### src/rtl/imem_prefetch_ctrl.sv
// Instruction fetch sequencer: owns the fetch PC, addresses the instruction ROM
// and buffers returned words in a small prefetch FIFO for the decode stage.
module imem_prefetch_ctrl #(
  parameter int unsigned DEPTH     = 4,
  parameter logic [31:0] RESET_PC  = 32'h0000_0000,
  parameter int unsigned MEM_WORDS = 10001
) (
  input  logic                     CLK,
  input  logic                     RST,
  input  logic                     EN,
  output logic [31:0]              IMEM_A,
  input  logic [31:0]              IMEM_RD,
  input  logic                     REDIRECT,
  input  logic [31:0]              REDIRECT_PC,
  output logic                     INSTR_VALID,
  input  logic                     INSTR_READY,
  output logic [31:0]              INSTR,
  output logic [31:0]              INSTR_PC,
  output logic                     INSTR_FAULT,
  output logic [$clog2(DEPTH):0]   COUNT
);

  localparam int unsigned PW      = $clog2(DEPTH);
  localparam int unsigned CW      = PW + 1;
  localparam logic [31:0] NOP     = 32'h0000_0013;

  typedef enum logic [1:0] {IDLE, RUN, HALT} state_t;

  state_t          state_q, state_d;
  logic [31:0]     fetch_pc_q, fetch_pc_d;
  logic [PW-1:0]   rd_ptr_q, rd_ptr_d;
  logic [PW-1:0]   wr_ptr_q, wr_ptr_d;
  logic [CW-1:0]   count_q, count_d;

  logic [31:0]     instr_mem_q [DEPTH];
  logic [31:0]     pc_mem_q    [DEPTH];
  logic            fault_mem_q [DEPTH];

  logic            head_valid;
  logic            pop;
  logic            push;
  logic            fault;
  logic [31:0]     wr_instr;

  // Handshake, push qualification and out-of-range detection
  always_comb begin
    head_valid = (count_q != '0);
    pop        = head_valid & INSTR_READY;
    fault      = ({2'b00, fetch_pc_q[31:2]} >= MEM_WORDS);
    wr_instr   = fault ? NOP : IMEM_RD;
    push       = (state_q == RUN) & EN & ~REDIRECT &
                 ((count_q < CW'(DEPTH)) | pop);
  end

  // Next-state for FSM, fetch PC, pointers and occupancy
  always_comb begin
    state_d    = state_q;
    fetch_pc_d = fetch_pc_q;
    rd_ptr_d   = rd_ptr_q;
    wr_ptr_d   = wr_ptr_q;
    count_d    = count_q;
    if (REDIRECT) begin
      // Flush wins over any pop or push in the same cycle
      rd_ptr_d   = '0;
      wr_ptr_d   = '0;
      count_d    = '0;
      fetch_pc_d = {REDIRECT_PC[31:2], 2'b00};
      state_d    = EN ? RUN : IDLE;
    end else begin
      if (push) begin
        wr_ptr_d   = wr_ptr_q + 1'b1;
        fetch_pc_d = fetch_pc_q + 32'd4;
      end
      if (pop) begin
        rd_ptr_d = rd_ptr_q + 1'b1;
      end
      count_d = count_q + CW'(push) - CW'(pop);
      unique case (state_q)
        IDLE: if (EN) state_d = RUN;
        RUN: begin
          if (push && fault) state_d = HALT;
          else if (!EN)      state_d = IDLE;
        end
        HALT:    state_d = HALT;
        default: state_d = IDLE;
      endcase
    end
  end

  // Control registers with asynchronous reset
  always_ff @(posedge CLK or posedge RST) begin
    if (RST) begin
      state_q    <= IDLE;
      fetch_pc_q <= {RESET_PC[31:2], 2'b00};
      rd_ptr_q   <= '0;
      wr_ptr_q   <= '0;
      count_q    <= '0;
    end else begin
      state_q    <= state_d;
      fetch_pc_q <= fetch_pc_d;
      rd_ptr_q   <= rd_ptr_d;
      wr_ptr_q   <= wr_ptr_d;
      count_q    <= count_d;
    end
  end

  // FIFO storage; contents are only observable through the occupancy gate
  always_ff @(posedge CLK) begin
    if (push) begin
      instr_mem_q[wr_ptr_q] <= wr_instr;
      pc_mem_q[wr_ptr_q]    <= fetch_pc_q;
      fault_mem_q[wr_ptr_q] <= fault;
    end
  end

  // Head outputs, forced to zero while empty
  always_comb begin
    IMEM_A      = fetch_pc_q;
    COUNT       = count_q;
    INSTR_VALID = head_valid;
    INSTR       = head_valid ? instr_mem_q[rd_ptr_q] : '0;
    INSTR_PC    = head_valid ? pc_mem_q[rd_ptr_q]    : '0;
    INSTR_FAULT = head_valid ? fault_mem_q[rd_ptr_q] : 1'b0;
  end

endmodule

### config.mk
export PLATFORM = sky130hd
export DESIGN_NAME = imem_prefetch_ctrl
export DESIGN_NICKNAME = d
export VERILOG_FILES = /design/src/rtl/imem_prefetch_ctrl.sv
export SDC_FILE = /design/constraint.sdc
export NUM_CORES = 1
export LEC_CHECK = 0
export BUFFER_PORTS_ARGS = -buffer_cell sky130_fd_sc_hd__buf_2
export CORE_MARGIN = 4
export CORE_UTILIZATION = 53
export CTS_CLUSTER_DIAMETER = 80
export CTS_CLUSTER_SIZE = 28
export DETAILED_ROUTE_END_ITERATION = 6
export PLACE_DENSITY = 0.75
export RECOVER_POWER = 100
export SLEW_MARGIN = 20
export SYNTH_ARGS = -nofsm -noshare
export SYNTH_HDL_FRONTEND = slang
export SYNTH_SLANG_ARGS = --single-unit
### constraint.sdc
create_clock -name CLK -period 5.2 [get_ports CLK]
set_clock_uncertainty 0.2 [all_clocks]
set_input_delay 1.56 -clock CLK [delete_from_list [all_inputs] [get_ports CLK]]
set_output_delay 1.56 -clock CLK [all_outputs]
set_load 0.05 [all_outputs]
---- Yosys cells after proc, flatten, opt, wreduce, memory -nomap -nowiden ----
Memories as Yosys holds them, arrays and structs flattened.
Cells that the tools add are included.
word-level totals
  flip-flop bits (word level) ............. 41
  bits in writable memories ............... 260
  input port bits ......................... 69
  output and inout bits ................... 101
  word-level logic and storage cells ...... 50
  memories kept ........................... 3
memory list
  name         words  bits a word  rd ports  clocked after Yosys merged registers in  write ports  line  text
  instr_mem_q  4      32           1         0                                        1            35    logic [31:0] instr_mem_q [DEPTH];
  pc_mem_q     4      32           1         0                                        1            36    logic [31:0] pc_mem_q [DEPTH];
  fault_mem_q  4      1            1         0                                        1            37    logic fault_mem_q [DEPTH];
cells by class
  add/subtract/negate cells ............... 5
  magnitude comparators ................... 2
  equality and inequality tests ........... 4
  muxes and demuxes ....................... 19
  bitwise operators ....................... 6
  reductions and logical operators ........ 6
operators with widths
  operator                                                                               number
  32-bit 2-to-1 mux                                                                      5
  32-bit by 3-bit adder with 32-bit output, second input constant                        1
  30-bit by 14-bit greater-or-equal comparator with 1-bit output, second input constant  1
  2-bit 2-to-1 mux                                                                       8
  2-bit one-hot mux with 3 select lines                                                  1
  2-bit by 1-bit adder with 2-bit output, second input constant                          2
  1-bit bitwise AND                                                                      4
  1-bit 2-to-1 mux                                                                       4
  4-bit by 3-bit != test with 1-bit output, second input constant                        1
  2-bit nonzero test                                                                     2
  3-bit by 1-bit adder with 3-bit output                                                 1
  3-bit less-than comparator, second input constant                                      1
  3-bit 2-to-1 mux                                                                       1
  3-bit != test, second input constant                                                   1
  3-bit nonzero test                                                                     1
  3-bit by 1-bit subtractor with 3-bit output                                            1
  2-bit by 1-bit equality test with 1-bit output, second input constant                  1
  2-bit equality test, second input constant                                             1
  2-bit zero test                                                                        1
  2-bit AND reduction                                                                    1
  1-bit logical AND                                                                      1
  1-bit NOT                                                                              1
  1-bit bitwise OR                                                                       1

---- Depth between registers and ports, before layout ----
  depth after elaboration ................. 8
  depth in mapped cells ................... 11
  mapped depth without buffers ............ 10

---- Worst setup path before layout ----
No wires, ideal clock.
  path type ............................... input port to flip-flop
  start point ............................. input REDIRECT
  end point ............................... memory fault_mem_q[0] (enable)
  arrival ................................. 4.063 ns
  required time ........................... 4.572 ns
  path slack .............................. 0.510 ns
  stages on the path ...................... 5
  buffers on the path ..................... 2
  cells stage by stage .................... nand2b_1 > nor3_2 > buf_2 > clkbuf_1 > and2_1
on the way
  longest elaborated chain between the ends .. 5
ends and longest elaborated chain
  item                                    line  text
  start, declared                         13    input logic REDIRECT,
  1-bit NOT                               51    push = (state_q == RUN) & EN & ~REDIRECT &
  1-bit bitwise AND (2 in series)         51
  1-bit 2-to-1 mux                        109   if (push) begin
  1-bit 2-to-1 mux (implied by the code)  112   fault_mem_q[wr_ptr_q] <= fault;
  end, declared                           37
Every way passes these cells.

---- Worst setup path after layout ----
  start point ............................. register rd_ptr_q[1]
  end point ............................... output INSTR_PC[7]
on the way
  longest elaborated chain between the ends .. 2
ends and longest elaborated chain
  item                    line  text
  start, declared         31    logic [PW-1:0] rd_ptr_q, rd_ptr_d;
  start signal, assigned  101   rd_ptr_q <= rd_ptr_d;
  memory 4 x 32 bit       --
  32-bit 2-to-1 mux       122   INSTR_PC = head_valid ? pc_mem_q[rd_ptr_q] : '0;
  end, declared           18    output logic [31:0] INSTR_PC,
Every way passes these cells.

==> flow_summary.yaml <==
run_status:
  status: "complete, but fails checks"
  violations: "capacitance limit, slew limit"
global_routing:
  antenna_found_initial: 1
  grtUsageTotal_pct: 18.8
  busiest_layer: "met2"
  grt_pass1_vias: 6911
  grt_pass1_wl_mm: 38.4
  grt-ovfl-total: 0
  use_met3_pct: 2.97
  grt_max_degree: 66
  use_met1_pct: 28.0
  grtUsageMet2_pct: 30.4
yosys:
  synth-seq-area-share_pct: 70.1
  synth.avg_cell_area_um2: 16.7
  synth_warnings: 0
  synth_xor_area_share_pct: 0.359
  ys_ff_latch: 291
  syn_area_um2: 12200
  synthArstFlopShare_pct: 13.4
  synth-simple-area-share_pct: 10.9
  synth_top_area_share_pct: 62.1
  synth.most_common_cell: "edfxtp_1"
  yosysTopAreaCell: "edfxtp_1"
  synth_edf_count: 252
  yosysUniqueCellTypes: 53
  synth_compound_gate_area_share_pct: 3.52
  netlist_top_cells_count: "252 x edfxtp_1, 99 x and2_1, 63 x mux4_2, 43 x nand2_1, 39 x dfrtp_1"
  syn_inst: 729
  synth_fa_ha_area_share_pct: 1.09
  synth_top_family_by_area: "multiplexers"
  synthMuxAreaShare_pct: 12.1
  synthTopCellsByArea: "edfxtp_1 62%, mux4_2 12%, dfrtp_1 8.0%"
  synth_flop_cell: "edfxtp_1"
clocking:
  cts.clk_slew.worst_paths_ns: 0.10
  cts_setup_buffers: 0
  cts_tree: "yes"
  cts_resized: 0
  root_buffer: "clkbuf_16"
  cts_made_buffers: 14
  clockBufferDepth: 3
  clkLatencyLatePin_ns: 0.49
  htreeDepth: 1
  postCtsHoldBufs: 0
  clock-sinks: 291
setup_path:
  crit_path_end_kind: "primary output"
  critPathKind: "reg2out"
  required_ns: 3.44
  start_kind: "register"
  reg2reg_depth: 8
  r2r_start: "IMEM_A[3]"
  r2r-end: "instr_mem_q[0][1]"
  r2r_setup_slack_ns: 1.33
  arrival_ns: 2.88
  path_max_fanout: 64
sta:
  slew_violations: 101
  setup-tns-final_ns: 0
  max_freq_mhz: 216
  layout_setup_ws_ns: 0.563
  post-route-min-period_ns: 4.64
  slew_headroom_pct: -25.9
  setup_viol: 0
  layout_worst_path_cycle_share_pct: 89.2
  worstMarginPinSlew_ns: 1.89
  hold_viol: 0
  rsz0062_at_grt: "no"
finish:
  postLayoutCellArea_um2: 13700
  layout-drive-gt1-share_pct: 26.1
  ff_latch_area_um2: 8550
  fin_nets: 965
  area_growth_pct: 12.4
  multi_input_area_um2: 3430
  num_antenna_cells: 0
  fillCellCount: 1720
floorplan:
  io_pins: 170
  coreArea_um2: 22600
  start_util_pct: 53.8
  die_width_um: 160
  row_count: 55
  dieArea_um2: 25500
  die_y_um: 160
route:
  vias: 6848
  wl_per_cell_um: 20.4
  vias_per_cell: 5.82
  drtIter0Drc: 597
  ant_nets: 0
  wl_mm: 24.0
  drc: 0
  drt-pass1-iter-count: 5
pwr:
  power_density_nw_per_um2: 452
  power_leakage_nw: 4.95
  vdd_drop_max_uv: 494
placement:
  dpl-instance-area_um2: 13400
  hpwl_mm: 14.8
  pre_cts_slack_ns: 1.23
  portBuffers: 163
  gp_congestion: 0.829
hold_path:
  hp-class: "reg2reg"
  hold_depth: 1
  hold_start: "state_q[0]"
  whs_endpoint: "state_q[1]"
run:
  maxCapViolCount: 2
==> worst max-delay path: stages, from the launching register on <==
cell and delay [ns]:
dfrtp_2 1.47, mux4_2 0.43, and2_1 0.19, buf_2 0.29
==> layout make-up <==
type	count	share of cell area (%)
flip-flops and latches	291	62.4
multi-input cells	386	25.0
repair buffers	180	6.55
clock buffers	19	2.92
well taps	285	2.60
inverters	13	0.356
clock inverters	3	0.146
==> layer usage <==
layer	share of wire [%]	up-vias
met1	44	3453
met5	0	-
li1	-	3112
met2	48	265
met4	1.2	0
met3	7.0	18
==> state kept, by name, indices dropped and copies added (netlist names) <==
name / count
COUNT: 3
rd_ptr_q: 2
state_q: 2
fault_mem_q: 4
IMEM_A: 30
wr_ptr_q: 2
instr_mem_q: 128
pc_mem_q: 120
==> how the worst max path moves through the flow <==
stage                     endpoint  cells after the start  slack, ns         from
finish                 INSTR_PC[7]                      3       0.56  rd_ptr_q[1]
global placement      INSTR_PC[31]                      4       1.24  rd_ptr_q[0]
floorplan           fault_mem_q[0]                      5       0.51     REDIRECT
global route          INSTR_PC[16]                      3       0.34  rd_ptr_q[1]
detailed placement       INSTR[29]                      4       1.23  rd_ptr_q[0]
CTS                      INSTR[29]                      4       0.69  rd_ptr_q[0]
==> cell families (layout without fill, tap and decap cells) <==
group / count (synthesis) / count (layout)
muxes: 68 / 68
other: 1 / 4
buffers and inverters: 55 / 215
DFF: 291 / 291
adders and majority gates: 10 / 10
and+or+nand+nor: 234 / 234
xor gates and xnor gates: 5 / 5
AOI/OAI and AO/OA: 65 / 65
==> cells in the final DEF, fill, tap and decap left out, types with 3 or more instances in the layout <==
cell / Yosys / routed
and2_1: 99 / 66
nand3_1: 18 / 18
and3_1: 3 / 3
a21oi_1: 9 / 9
edfxtp_1: 252 / 252
xor2_1: 3 / 3
dfrtp_1: 39 / 37
buf_2: 9 / 128
nor3_1: 6 / 6
nand4_1: 7 / 7
nand2b_1: 4 / 4
nor4_1: 7 / 7
mux4_2: 63 / 63
and2_0: 0 / 31
nor2_1: 21 / 21
mux2i_1: 5 / 5
inv_1: 13 / 13
conb_1: 1 / 4
buf_4: 4 / 7
o311ai_0: 7 / 7
o211ai_1: 8 / 8
clkbuf_16: 0 / 15
o21ai_0: 23 / 23
nand2_1: 43 / 43
clkbuf_1: 25 / 44
ha_1: 9 / 9
a32oi_1: 3 / 3
or2b_1: 3 / 3
nor2b_1: 7 / 7
==> report_power, final <==
group | total [mW] | internal (mW) | switching, mW
logic | 2.16 | 0.685 | 1.47
clock network | 1.23 | 0.551 | 0.676
registers | 2.81 | 2.61 | 0.197
total | 6.19 | 3.85 | 2.35
==> through the flow <==
stage / power, mW / cells / hold slack (ns) / utilization [%]
after floorplan: 4.53 / 732 / 0.224 / -
after global placement: 5.06 / 1155 / 0.249 / 59.1
after detailed placement: 5.07 / 1155 / 0.262 / 59.1
after CTS: 6.28 / 1177 / 0.267 / 61.0
after global routing: 6.48 / 1177 / 0.283 / 60.5
final: 6.19 / 1177 / 0.269 / 60.5
Note: power is estimated with default switching activity, not from simulation.
